===== config.mk =====
export PLATFORM = sky130hd
export DESIGN_NAME = cpu_pc_seq
export DESIGN_NICKNAME = d
export VERILOG_FILES = /design/src/rtl/cpu_pc_pkg.sv /design/src/rtl/cpu_ras.sv /design/src/rtl/cpu_pc_seq.sv
export SDC_FILE = /design/constraint.sdc
export NUM_CORES = 1
export LEC_CHECK = 0
export CELL_PAD_IN_SITES_DETAIL_PLACEMENT = 1
export CELL_PAD_IN_SITES_GLOBAL_PLACEMENT = 1
export CORE_AREA = 2 2 183 113
export CTS_BUF_LIST = sky130_fd_sc_hd__clkbuf_8
export DETAILED_ROUTE_END_ITERATION = 6
export DIE_AREA = 0 0 185 115
export PLACE_DENSITY_LB_ADDON = 0.1
export SYNTH_ARGS = -nofsm -noshare
export SYNTH_HDL_FRONTEND = slang
export SYNTH_HIERARCHICAL = 1
export SYNTH_SLANG_ARGS = --single-unit

===== constraint.sdc =====
create_clock -name clk -period 5 [get_ports clk]
set_clock_uncertainty 0.1 [all_clocks]
set_input_delay 1.5 -clock clk [delete_from_list [all_inputs] [get_ports clk]]
set_output_delay 1.5 -clock clk [all_outputs]
set_load 0.02 [all_outputs]

===== src/rtl/cpu_pc_pkg.sv =====
// Shared types for the program-counter sequencer: run state, next-PC source
// selection and the default address width.
package cpu_pc_pkg;

  localparam int unsigned PcWidthDefault = 16;

  typedef enum logic {
    StRun,
    StHalt
  } state_e;

  typedef enum logic [2:0] {
    SrcSeq,
    SrcBr,
    SrcJmp,
    SrcCall,
    SrcRet,
    SrcIrq,
    SrcReti,
    SrcHold
  } pc_src_e;

endpackage


===== src/rtl/cpu_ras.sv =====
// Circular return-address stack. A push while full overwrites the oldest entry;
// a pop while empty is refused here and reported by the caller.
module cpu_ras #(
  parameter int unsigned PC_W      = 16,
  parameter int unsigned RAS_DEPTH = 8
) (
  input  logic            clk,
  input  logic            clear,
  input  logic            push,
  input  logic            pop,
  input  logic [PC_W-1:0] push_data,
  output logic [PC_W-1:0] top,
  output logic            full,
  output logic            empty
);

  localparam int unsigned PtrW = (RAS_DEPTH > 1) ? $clog2(RAS_DEPTH) : 1;

  logic [PC_W-1:0] mem_q [RAS_DEPTH];
  logic [PtrW-1:0] ptr_q, ptr_d;
  logic [PtrW:0]   cnt_q, cnt_d;
  logic [PtrW-1:0] top_idx;

  // ptr_q names the next free slot; when full that slot holds the oldest entry.
  assign top_idx = ptr_q - PtrW'(1);
  assign top     = mem_q[top_idx];
  assign full    = (cnt_q == (PtrW + 1)'(RAS_DEPTH));
  assign empty   = (cnt_q == '0);

  always_comb begin
    ptr_d = ptr_q;
    cnt_d = cnt_q;
    if (clear) begin
      ptr_d = '0;
      cnt_d = '0;
    end else if (push) begin
      ptr_d = ptr_q + PtrW'(1);
      if (!full) begin
        cnt_d = cnt_q + (PtrW + 1)'(1);
      end
    end else if (pop && !empty) begin
      ptr_d = top_idx;
      cnt_d = cnt_q - (PtrW + 1)'(1);
    end
  end

  always_ff @(posedge clk) begin
    ptr_q <= ptr_d;
    cnt_q <= cnt_d;
  end

  always_ff @(posedge clk) begin
    if (push && !clear) begin
      mem_q[ptr_q] <= push_data;
    end
  end

endmodule


===== src/rtl/cpu_pc_seq.sv =====
// Program-counter sequencer: prioritised next-PC selection, return-address
// stack, single-level interrupt entry/exit and halt/resume control.
module cpu_pc_seq
  import cpu_pc_pkg::*;
#(
  parameter int unsigned     PC_W      = PcWidthDefault,
  parameter logic [PC_W-1:0] RESET_VEC = '0,
  parameter logic [PC_W-1:0] IRQ_VEC   = 'h0010,
  parameter int unsigned     RAS_DEPTH = 8
) (
  input  logic            clk,
  input  logic            rst,
  input  logic            stall,
  input  logic            halt_req,
  input  logic            resume,
  input  logic            branch_taken,
  input  logic [PC_W-1:0] branch_tgt,
  input  logic            jump,
  input  logic            call,
  input  logic [PC_W-1:0] jump_tgt,
  input  logic            ret,
  input  logic            irq_req,
  input  logic            reti,
  output logic [PC_W-1:0] pc,
  output logic            pc_valid,
  output logic            irq_ack,
  output logic            irq_active,
  output logic            ras_ovf,
  output logic            ras_unf
);

  state_e          state_q, state_d;
  pc_src_e         src;
  logic [PC_W-1:0] pc_q, pc_d;
  logic [PC_W-1:0] epc_q, epc_d;
  logic [PC_W-1:0] seq_pc;
  logic            irq_active_q, irq_active_d;
  logic            irq_ack_q, irq_ack_d;
  logic            ovf_q, ovf_d;
  logic            unf_q, unf_d;
  logic            ras_push, ras_pop;
  logic [PC_W-1:0] ras_top;
  logic            ras_full, ras_empty;

  assign seq_pc = pc_q + PC_W'(1);

  cpu_ras #(
    .PC_W      (PC_W),
    .RAS_DEPTH (RAS_DEPTH)
  ) u_ras (
    .clk       (clk),
    .clear     (rst),
    .push      (ras_push),
    .pop       (ras_pop),
    .push_data (seq_pc),
    .top       (ras_top),
    .full      (ras_full),
    .empty     (ras_empty)
  );

  // Source selection: only one event wins per cycle, the rest are dropped.
  always_comb begin
    src     = SrcHold;
    state_d = state_q;
    if (!stall) begin
      unique case (state_q)
        StRun: begin
          if (halt_req) begin
            src     = SrcHold;
            state_d = StHalt;
          end else if (reti && irq_active_q) begin
            src = SrcReti;
          end else if (irq_req && !irq_active_q) begin
            src = SrcIrq;
          end else if (ret) begin
            src = SrcRet;
          end else if (call) begin
            src = SrcCall;
          end else if (jump) begin
            src = SrcJmp;
          end else if (branch_taken) begin
            src = SrcBr;
          end else begin
            src = SrcSeq;
          end
        end
        StHalt: begin
          if (resume) begin
            state_d = StRun;
          end
        end
        default: state_d = StRun;
      endcase
    end
  end

  always_comb begin
    pc_d         = pc_q;
    epc_d        = epc_q;
    irq_active_d = irq_active_q;
    irq_ack_d    = 1'b0;
    ovf_d        = ovf_q;
    unf_d        = unf_q;
    ras_push     = 1'b0;
    ras_pop      = 1'b0;
    unique case (src)
      SrcSeq:  pc_d = seq_pc;
      SrcBr:   pc_d = branch_tgt;
      SrcJmp:  pc_d = jump_tgt;
      SrcCall: begin
        pc_d     = jump_tgt;
        ras_push = 1'b1;
        if (ras_full) begin
          ovf_d = 1'b1;
        end
      end
      SrcRet: begin
        if (ras_empty) begin
          pc_d  = seq_pc;
          unf_d = 1'b1;
        end else begin
          pc_d    = ras_top;
          ras_pop = 1'b1;
        end
      end
      SrcIrq: begin
        epc_d        = seq_pc;
        pc_d         = IRQ_VEC;
        irq_ack_d    = 1'b1;
        irq_active_d = 1'b1;
      end
      SrcReti: begin
        pc_d         = epc_q;
        irq_active_d = 1'b0;
      end
      SrcHold: pc_d = pc_q;
      default: pc_d = pc_q;
    endcase
  end

  always_ff @(posedge clk) begin
    if (rst) begin
      state_q      <= StRun;
      pc_q         <= RESET_VEC;
      epc_q        <= '0;
      irq_active_q <= 1'b0;
      irq_ack_q    <= 1'b0;
      ovf_q        <= 1'b0;
      unf_q        <= 1'b0;
    end else begin
      state_q      <= state_d;
      pc_q         <= pc_d;
      epc_q        <= epc_d;
      irq_active_q <= irq_active_d;
      irq_ack_q    <= irq_ack_d;
      ovf_q        <= ovf_d;
      unf_q        <= unf_d;
    end
  end

  assign pc         = pc_q;
  assign pc_valid   = (state_q == StRun);
  assign irq_ack    = irq_ack_q;
  assign irq_active = irq_active_q;
  assign ras_ovf    = ovf_q;
  assign ras_unf    = unf_q;

endmodule

==> results of run 1 <==
## layout by cell type, fill, tap and decap left out, drive strengths merged, types with 3 or more instances in the layout
| cell type | n |
|---|---|
| edfxtp | 128 |
| clkdlybuf4s50 | 63 |
| dfxtp | 44 |
| nor2 | 38 |
| mux4 | 32 |
| inv | 29 |
| buf | 25 |
| o21ai | 22 |
| clkbuf | 17 |
| mux2 | 17 |
| nand2 | 15 |
| a211oi | 15 |
| nor3 | 15 |
| a221oi | 14 |
| o22ai | 13 |
| a31oi | 11 |
| xnor2 | 10 |
| a21oi | 10 |
| nor4 | 9 |
| and3 | 7 |
| mux2i | 7 |
| nand3 | 7 |
| a22oi | 6 |
| a311o | 6 |
| o21bai | 6 |
| o21a | 5 |
| and2 | 5 |
| ha | 5 |
| clkinv | 5 |
| xor2 | 4 |
| nand4 | 4 |
| clkinvlp | 3 |
| or3 | 3 |
## cell type report
| type | instances | area share |
|---|---|---|
| flip-flops and latches | 172 | 0.522 |
| well taps | 273 | 0.0377 |
| multi-input cells | 307 | 0.300 |
| repair buffers | 88 | 0.0931 |
| clock inverters | 15 | 0.0130 |
| clock buffers | 17 | 0.0258 |
| inverters | 22 | 0.00911 |
## worst max-delay path by stage
| stage | from | endpoint |
|---|---|---|
| after global routing | reti | u_ras/mem_q[3][2] |
| after detailed placement | reti | u_ras/mem_q[3][14] |
| after floorplan | irq_req | u_ras/mem_q[2][0] |
| after global placement | reti | u_ras/mem_q[3][10] |
| final | reti | u_ras/mem_q[3][2] |
| after CTS | reti | u_ras/mem_q[3][2] |
## sequential cells by signal, summed over array words and instances, names as in the netlist
name,cells
irq_ack,1
ras_ovf,1
u_ras/cnt_q,4
pc,16
state_q,1
irq_active,1
u_ras/mem_q,128
ras_unf,1
epc_q,16
u_ras/ptr_q,3
## kinds of logic (layout without fill, tap and decap cells)
| kind of cell | Yosys count | after routing |
|---|---|---|
| flops | 172 | 172 |
| compound gates | 121 | 121 |
| simple gates | 110 | 110 |
| mux | 56 | 56 |
| buf+inv | 54 | 142 |
| xor+xnor | 14 | 14 |
| fa+ha+maj | 6 | 6 |
## metal layers
layer / vias to the layer above / track usage / share of wire / wire length, µm
met4: 0 / 0.0571 / 0.0088 / 180
met5: - / 0 / 0 / 0
met3: 12 / 0.0399 / 0.036 / 737
met2: 94 / 0.307 / 0.45 / 9240
li1: 2270 / - / - / -
met1: 2551 / 0.304 / 0.50 / 10200
## through the flow
stage | hold slack, ns | cells
detailed placement | 0.372 | 862
finish | 0.392 | 894
floorplan | 0.360 | 533
global route | 0.422 | 894
CTS | 0.397 | 894
global placement | 0.361 | 862
## critical path, delay by kind of cell
family	cells	cell delay, ns
buf+inv	3	0.98
simple gates	4	1.24
mux	1	0.40
## cell usage after synthesis, drive strengths merged, types with 2 or more instances
cell,instances,area share
nor4,9,0.010
o21bai,6,0.0058
nor3b,2,0.0026
nor2,38,0.019
clkbuf,13,0.0065
xor2,4,0.0055
nand3,7,0.0052
nand4,4,0.0041
a41oi,2,0.0023
edfxtp,128,0.50
o21a,5,0.0049
buf,19,0.019
a31oi,11,0.0089
inv,22,0.011
and2,5,0.0041
o31a,2,0.0023
and3,7,0.0057
a21oi,10,0.0065
ha,5,0.0081
mux2i,7,0.0091
nor3,15,0.010
a311o,6,0.0078
mux4,32,0.097
a211oi,15,0.017
mux2,17,0.026
a221oi,14,0.016
a21o,2,0.0019
or3,3,0.0031
o31ai,2,0.0019
dfxtp,44,0.11
xnor2,10,0.011
o22ai,13,0.011
nand2,15,0.0073
a22oi,6,0.0058
o21ai,22,0.014
## report_power, final
group          internal, mW  switching, mW  total (mW)  leakage (nW)
logic                 0.107          0.138       0.245          1.26
clock network         0.352          0.555       0.906         0.177
registers              1.56         0.0247        1.58          1.55
total                  2.02          0.717        2.73          2.99
==> results.py, run 1 <==
metrics = {
    "cells_and_area": {
        "final_util": 0.462,
        "n_antenna_cell": 0,
        "nets": 657,
        "layout-drive-gt1-share": 0.184,
        "multi_input_area_um2": 2720,
        "fin_area_um2": 9060,
        "n_fill_cell": 1983,
        "seq_area_um2": 4730,
        "area_growth_pct": 17.7,
    },
    "routing": {
        "final_antenna_net_count": 0,
        "dr.pass1.iters": 4,
        "drtIter0Drc": 280,
        "wl_per_cell_um": 22.8,
        "vias": 4927,
        "wl_um": 20400,
        "via_per_inst": 5.51,
        "route.detailed.drc": 0,
    },
    "power_and_ir_drop": {
        "power_density_nw_per_um2": 302,
        "peakVddDrop_mv": 0.181,
        "p_total_mw": 2.73,
        "leakage_nw": 2.99,
    },
    "global_routing": {
        "antenna_found_initial": 0,
        "grt_pass1_wl_um": 31600,
        "grt_pass1_vias": 5143,
        "grt_max_degree": 39,
        "grtUsageTotal": 0.205,
        "overflow": 0,
    },
    "worst_setup_path": {
        "cp.required_ns": 5.08,
        "reg2reg_slack_ns": 1.88,
        "cpPeakStageDelay_ns": 0.58,
        "path_cells": "clkdlybuf4s50_1 > mux2_4 > nor2_1 > and3_1 > inv_1 > or3_1 > nor2_1 > buf_12",
        "worstPathArrival_ns": 4.14,
        "crit_type": "primary input to flip-flop",
        "reg2reg_to": "u_ras/mem_q[3][2]",
        "crit_fanout": 13,
        "slowest_stage": "clkdlybuf4s50_1",
        "start_kind": "primary input",
        "r2r-start": "irq_active",
        "reg2regPathDepth": 7,
        "cp_common_cell": "nor2_1",
        "end_kind": "flip-flop",
    },
    "sta": {
        "setup_viol": 0,
        "slew_violations": 0,
        "min_period_ns": 4.07,
        "hold_violations": 0,
        "tightest_slew_ns": 0.986,
        "clock.fmax_mhz": 246,
        "grt_setup_unrepaired": "no",
        "timing.setup.tns_ns": 0,
        "maxSlewHeadroom": 0.342,
        "fin_crit_sh": 0.813,
        "worst_slack_ns": 0.934,
    },
    "synth": {
        "yosys.area_share.simple": 0.0778,
        "synth_compound_area_frac": 0.113,
        "ys_seq_area_frac": 0.614,
        "synth-async-reset-ratio": 0,
        "yosys_most_used_dff": "edfxtp_1",
        "syn_area_um2": 7700,
        "synth.distinct_cells": 62,
        "muxShareOfSynthArea": 0.132,
        "synth_fa_ha_area_frac": 0.0107,
        "ys_warn_count": 6,
        "synth-edff-count": 128,
        "synth-seq-cells": 172,
        "syn_avg_cell_area_um2": 14.4,
        "synthXorXnorAreaFrac": 0.0169,
        "synth_top_family_by_area": "multiplexers",
        "synthCells": 533,
        "synth_nets": 582,
    },
    "floorplanning": {
        "core.rowCount": 40,
        "core-area_um2": 19600,
        "die_w_um": 185,
        "design.die.area_um2": 21300,
        "initial_core_util": 0.392,
        "die_h_um": 115,
        "num_io_pins": 64,
    },
    "min_path": {
        "hold_end": "ras_unf",
        "worstHoldStart": "ras_unf",
        "hp-class": "flip-flop to flip-flop",
        "worstHoldPathCells": 2,
    },
    "placed_design": {
        "dpl_cell_area_um2": 8710,
        "place.gp.congestion": 0.770,
        "dp.final_hpwl_um": 14100,
        "place_ws_ns": 0.454,
        "numPortBuffers": 63,
    },
    "clock_network": {
        "clk_latency_ns": 0.47,
        "cts_resized": 0,
        "clkTransAtPathRegs_ns": 0.09,
        "clk_path_buf_depth": 2,
        "cts_hold_buf": 0,
        "cts_setup_buffers": 0,
        "cts_tree": "yes",
        "cts_inserted_buffers": 17,
        "htreeDepth": 4,
        "clockRootBuffer": "clkbuf_8",
        "cts_sinks": 172,
    },
    "job": {
        "drv_cap": 0,
    },
    "status": {
        "status": "complete, no violations",
    },
}
Power figures use the tool's default switching activity.
==> inputs of run 2 (changes only) <==
clock period = 4.2 ns   (was 5 ns; I/O delays follow)
==> run 2 against run 1 <==
Compared with the run above:
- sequential share of layout area fell by 0.56 points
- hold slack improved by 0.0086 ns
- non-clock buffer count rose by 4
- critical path type unchanged
- wire length rose by 1.9%
==> results.py, run 2 (synthesis results as in run 1) <==
metrics = {
    "cells_and_area": {
        "n_fill_cell": 1986,
        "layout-drive-gt1-share": 0.189,
        "fin_area_um2": 9160,
        "n_antenna_cell": 0,
        "final_common_cell": "edfxtp_1",
        "final_cell_mix": "edfxtp_1, clkdlybuf4s50_1, dfxtp_1",
        "area_growth_pct": 18.9,
        "largest-register": "u_ras/mem_q",
        "nets": 661,
        "largest_register_ffs": 128,
        "stdcell_count": 898,
    },
    "routing": {
        "final_antenna_net_count": 0,
        "route.detailed.drc": 0,
        "dr.pass1.iters": 4,
        "wl_per_cell_um": 23.1,
        "via_per_inst": 5.59,
        "wl_um": 20800,
        "vias": 5023,
        "drtIter0Drc": 374,
    },
    "clock_network": {
        "cts_setup_buffers": 0,
        "clk_latency_ns": 0.48,
        "cts_tree": "yes",
        "cts_resized": 0,
        "cts_hold_buf": 0,
        "cts_sinks": 172,
        "cts_inserted_buffers": 17,
        "clockRootBuffer": "clkbuf_8",
        "clkTransAtPathRegs_ns": 0.10,
        "clk_path_buf_depth": 2,
        "htreeDepth": 4,
    },
    "min_path": {
        "worstHoldStart": "ras_ovf",
        "worstHoldPathCells": 2,
        "hold_end": "ras_ovf",
        "hp-class": "flip-flop to flip-flop",
    },
    "worst_setup_path": {
        "slowest_stage": "or3_1",
        "critical_path.top_delay_family": "simple AND/OR/NAND/NOR gates",
        "reg2regPathDepth": 8,
        "reg2reg_to": "pc[9]",
        "end_kind": "flip-flop",
        "crit_type": "primary input to flip-flop",
        "cp.required_ns": 4.28,
        "cp_common_cell": "nor2_1",
        "path_cells": "clkdlybuf4s50_1 > mux2_4 > nor2_1 > and3_1 > inv_1 > or3_1 > nor2_1 > buf_12",
        "reg2reg_slack_ns": 0.97,
        "r2r-start": "u_ras/ptr_q[0]",
        "cpPeakStageDelay_ns": 0.49,
        "critPathBufInv": 3,
        "start_kind": "primary input",
        "worstPathArrival_ns": 3.68,
        "crit_fanout": 16,
    },
    "sta": {
        "clock.fmax_mhz": 278,
        "setup_viol": 0,
        "min_period_ns": 3.60,
        "tightest_slew_ns": 0.882,
        "slew_violations": 0,
        "worst_slack_ns": 0.600,
        "fin_crit_sh": 0.857,
        "timing.setup.tns_ns": 0,
        "hold_violations": 0,
        "grt_setup_unrepaired": "no",
        "maxSlewHeadroom": 0.410,
    },
    "global_routing": {
        "grt_pass1_vias": 5260,
        "grt_max_degree": 33,
        "grt_pass1_wl_um": 32000,
        "antenna_found_initial": 0,
        "grtUsageTotal": 0.207,
        "overflow": 0,
    },
    "placed_design": {
        "dpl_cell_area_um2": 8730,
        "place_ws_ns": 0.123,
        "numPortBuffers": 63,
        "dp.final_hpwl_um": 14700,
        "dpl.cell_count": 866,
        "place.gp.congestion": 0.833,
    },
    "power_and_ir_drop": {
        "peakVddDrop_mv": 0.195,
        "leakage_nw": 3.04,
        "p_total_mw": 3.47,
        "power_density_nw_per_um2": 379,
    },
    "floorplanning": {
        "die_h_um": 115,
        "design.die.area_um2": 21300,
        "initial_core_util": 0.392,
        "num_io_pins": 64,
        "core-area_um2": 19600,
        "core.rowCount": 40,
        "die_w_um": 185,
    },
    "job": {
        "drv_cap": 0,
    },
    "status": {
        "status": "complete, no violations",
    },
}
## run 2: cell count changes in the layout (fill, tap and decap cells not counted)
cell	before	now
buf_4	23	28
bufinv_16	0	4
clkinv_4	4	2
inv_8	2	0
buf_12	2	1
## run 2: worst max-delay path by stage
stage	end	slack (ns)	start	cells past startpoint
2_1_floorplan	u_ras/mem_q[3][0]	0.24	irq_req	7
3_3_place_gp	u_ras/mem_q[6][6]	0.22	irq_req	8
3_5_place_dp	u_ras/mem_q[2][8]	0.12	irq_req	8
4_1_cts	u_ras/mem_q[2][7]	0.62	irq_req	8
5_1_grt	u_ras/mem_q[2][12]	0.47	irq_req	8
6_report	u_ras/mem_q[3][7]	0.60	irq_req	8
## run 2: power breakdown
part	total (mW)	switching [mW]	internal, mW	leakage [nW]
Sequential	1.89	0.0333	1.85	1.55
Combinational	0.291	0.164	0.128	1.28
Clock	1.29	0.644	0.648	0.213
## run 2: per-stage QoR
| step | hold WS (ns) | util |
|---|---|---|
| floorplan | 0.360 | - |
| global placement | 0.351 | 0.445 |
| detailed placement | 0.373 | 0.445 |
| CTS | 0.402 | 0.467 |
| global route | 0.416 | 0.467 |
| finish | 0.401 | 0.467 |
## run 2: final cells by class
cell class | instances | area [µm²] | share of cell area
clock inverters | 15 | 198 | 0.0216
inverters | 22 | 82.6 | 0.00902
multi-input cells | 307 | 2720 | 0.297
well taps | 273 | 342 | 0.0373
clock buffers | 17 | 234 | 0.0255
flip-flops and latches | 172 | 4730 | 0.516
repair buffers | 92 | 861 | 0.0940
## run 2: worst min-delay path: cells and delay by family (launching register included)
family	cells	cell delay (ns)
DFF	1	0.35
AOI/OAI and AO/OA	1	0.05
and+or+nand+nor	1	0.07
## run 2: per-layer routing
layer  global-route usage  up-vias  share of wire
li1                     -     2273              -
met1                0.304     2617           0.49
met2                0.312      114           0.46
met3               0.0409       19          0.041
met4               0.0608        0          0.013
met5                    0        -              0
==> inputs of run 3 (changes only) <==
CORE_AREA = 2 2 179 111   (was 2 2 183 113)
DIE_AREA = 0 0 181 113   (was 0 0 185 115)
GPL_TIMING_DRIVEN = 0   (was not set)
SYNTH_HIERARCHICAL = not set   (was 1)
==> run 3 against run 2 <==
Compared with the run above:
- sequential power about the same
- global-route usage is 0.40 points higher
- highest routed layer unchanged
- largest power group unchanged
- largest cell class unchanged
- register-to-register slack lost 0.44 ns
- final area fell by 3.0%
- worst setup slack got worse by 0.30 ns
- die area shrank 3.9%
- critical path depth is 1 lower
- clock power down 7%
- via count is 2.2% lower
- sequential share of layout area up 1.6 points
- area after synthesis down 4.4%
- combinational power grew 3%
==> results.py, run 3 <==
metrics = {
    "worst_setup_path": {
        "end_kind": "flip-flop",
        "r2r-start": "u_ras.ptr_q[0]",
        "path_cells": "clkdlybuf4s50_1 > nor3_2 > and4_1 > buf_2 > inv_2 > nor3_2 > buf_8",
        "reg2reg_to": "pc[8]",
        "cpPeakStageDelay_ns": 0.79,
        "critical_path.top_delay_family": "simple AND/OR/NAND/NOR gates",
        "cp_common_cell": "nor3_2",
        "cp.required_ns": 4.28,
        "reg2reg_slack_ns": 0.53,
        "reg2regPathDepth": 9,
        "slowest_stage": "nor3_2",
        "worstPathArrival_ns": 3.98,
        "start_kind": "primary input",
        "crit_type": "primary input to flip-flop",
        "critPathBufInv": 4,
        "crit_fanout": 9,
    },
    "synth": {
        "syn_avg_cell_area_um2": 14.1,
        "yosys_most_used_dff": "edfxtp_1",
        "ys_seq_area_frac": 0.642,
        "synth.distinct_cells": 56,
        "synth-edff-count": 128,
        "synth.largest_area_cell": "edfxtp_1",
        "post-synth-top-count-cell": "edfxtp_1",
        "ys_top_cells_by_count": "edfxtp_1, nor2_1, dfxtp_1",
        "ys_top_cells_by_area": "edfxtp_1, dfxtp_1, mux4_2",
        "synthDominantCellAreaShare": 0.522,
        "synth-seq-cells": 172,
        "syn_area_um2": 7360,
        "synth-async-reset-ratio": 0,
        "synth_nets": 571,
        "synthCells": 523,
        "ys_warn_count": 0,
    },
    "placed_design": {
        "place_ws_ns": -0.194,
        "numPortBuffers": 62,
        "dp.final_hpwl_um": 15100,
        "place.gp.congestion": 0.860,
        "dpl.cell_count": 839,
    },
    "clock_network": {
        "clkTransAtPathRegs_ns": 0.09,
        "cts_tree": "yes",
        "clockRootBuffer": "clkbuf_8",
        "cts_inserted_buffers": 17,
        "htreeDepth": 4,
        "cts_sinks": 172,
        "clk_path_buf_depth": 2,
        "cts_setup_buffers": 0,
        "clk_latency_ns": 0.47,
    },
    "routing": {
        "route.detailed.drc": 0,
        "wl_um": 20300,
        "vias": 4910,
        "dr.pass1.iters": 5,
        "via_per_inst": 5.64,
        "wl_per_cell_um": 23.4,
        "final_antenna_net_count": 0,
        "drtIter0Drc": 335,
    },
    "min_path": {
        "worstHoldStart": "epc_q[1]",
        "hold_end": "epc_q[1]",
        "worstHoldPathCells": 2,
        "hp-class": "flip-flop to flip-flop",
    },
    "global_routing": {
        "grt_max_degree": 17,
        "grt_pass1_vias": 5114,
        "grt_pass1_wl_um": 31400,
        "antenna_found_initial": 0,
        "grtUsageTotal": 0.211,
        "overflow": 0,
    },
    "cells_and_area": {
        "seq_area_um2": 4720,
        "layout-drive-gt1-share": 0.157,
        "area_growth_pct": 20.6,
        "multi_input_area_um2": 2470,
        "n_antenna_cell": 0,
        "n_fill_cell": 1892,
        "nets": 660,
        "final_cell_mix": "edfxtp_1, clkdlybuf4s50_1, dfxtp_1",
        "largest-register": "u_ras.mem_q",
        "largest_register_ffs": 128,
        "final_common_cell": "edfxtp_1",
        "stdcell_count": 870,
    },
    "floorplanning": {
        "core-area_um2": 18700,
        "die_h_um": 113,
        "initial_core_util": 0.393,
        "num_io_pins": 64,
        "design.die.area_um2": 20500,
        "die_w_um": 181,
        "core.rowCount": 39,
    },
    "sta": {
        "slew_violations": 0,
        "worst_slack_ns": 0.296,
        "maxSlewHeadroom": 0.351,
        "setup_viol": 0,
        "hold_violations": 0,
        "clock.fmax_mhz": 256,
        "grt_setup_unrepaired": "no",
        "fin_crit_sh": 0.930,
        "min_period_ns": 3.90,
        "tightest_slew_ns": 0.969,
    },
    "job": {
        "drv_cap": 0,
    },
    "status": {
        "status": "complete, no violations",
    },
    "power_and_ir_drop": {
        "leakage_nw": 2.84,
        "peakVddDrop_mv": 0.205,
        "power_density_nw_per_um2": 381,
        "p_total_mw": 3.39,
    },
}
## run 3: cell types whose count changed in the layout (fill, tap and decap cells not counted), moves of 7 or more
cell      previous run  this run
and3_1               7         0
clkbuf_1             0        20
buf_4               28         0
a221oi_1            14         3
nand2_1             15        22
a22oi_1              6        15
a221o_1              0        12
a21oi_1             10        20
buf_2                0         8
o22ai_1             13         3
mux2_2              14         1
## run 3: power breakdown
group | internal, mW | switching [mW] | total (mW)
sequential | 1.86 | 0.0304 | 1.89
combinational | 0.126 | 0.175 | 0.301
clock | 0.586 | 0.613 | 1.20
## run 3: layout make-up
| type | instances | area share |
|---|---|---|
| flip-flops and latches | 172 | 0.532 |
| multi-input cells | 300 | 0.278 |
| clock buffers | 17 | 0.0263 |
| well taps | 246 | 0.0347 |
| plain buffers | 31 | 0.0152 |
| repair buffers | 70 | 0.0862 |
| inverters | 20 | 0.00845 |
| clock inverters | 14 | 0.0194 |
## run 3: routing by layer
layer / wire [µm] / track usage / vias to the layer above
li1: - / - / 2240
met1: 10200 / 0.308 / 2565
met2: 9100 / 0.323 / 86
met3: 788 / 0.0409 / 19
met4: 223 / 0.0602 / 0
met5: 0 / 0 / -
## run 3: worst max-delay path by stage
stage                   start                  to  slack [ns]  depth (start not counted)
4_1_cts        u_ras.ptr_q[0]               pc[8]       0.007                          9
6_report             halt_req  u_ras.mem_q[1][12]        0.30                          7
3_5_place_dp         halt_req   u_ras.mem_q[1][9]       -0.19                          7
3_3_place_gp         halt_req  u_ras.mem_q[0][12]       -1.59                          6
5_1_grt              halt_req  u_ras.mem_q[1][11]        0.10                          7
2_1_floorplan           stall   u_ras.mem_q[0][0]        0.43                          5
## run 3: cells by family (layout without fill, tap and decap cells)
| group | after synthesis | in the layout | synth area share |
|---|---|---|---|
| AO/OA/AOI/OAI | 111 | 111 | 0.106 |
| XOR/XNOR | 19 | 19 | 0.0226 |
| buffers and inverters | 51 | 152 | 0.0274 |
| multiplexers | 37 | 37 | 0.105 |
| flip-flops | 172 | 172 | 0.642 |
| adder cells (fa/ha/maj) | 5 | 5 | 0.00850 |
| AND/OR/NAND/NOR | 128 | 128 | 0.0887 |
## run 3: per-stage QoR
step / utilization / hold slack, ns / instance area (µm²) / TNS, ns
after floorplan: - / 0.336 / 7360 / 0
after global placement: 0.442 / 0.352 / 8290 / -141.63
after detailed placement: 0.452 / 0.359 / 8470 / -6.08
after CTS: 0.474 / 0.372 / 8880 / 0
after global routing: 0.474 / 0.394 / 8880 / 0
final: 0.474 / 0.377 / 8880 / 0
## run 3: worst reg2reg max path, stage by stage (launching register included)
cell and delay, ns:
dfxtp_1 0.34, buf_2 0.25, clkbuf_2 0.43, inv_1 0.20, ha_1 0.33, clkbuf_1 0.31, clkdlybuf4s15_1 0.71, mux4_2 0.40
a22oi_1 0.33, a31oi_1 0.14
## run 3: what timing repair did
action / in CTS / in global routing
setup endpoints to repair: 4 / 13
gates resized for setup: 2 / 3
hold buffers: 0 / 0
hold endpoints to repair: 0 / 0
pin swaps: 0 / 0
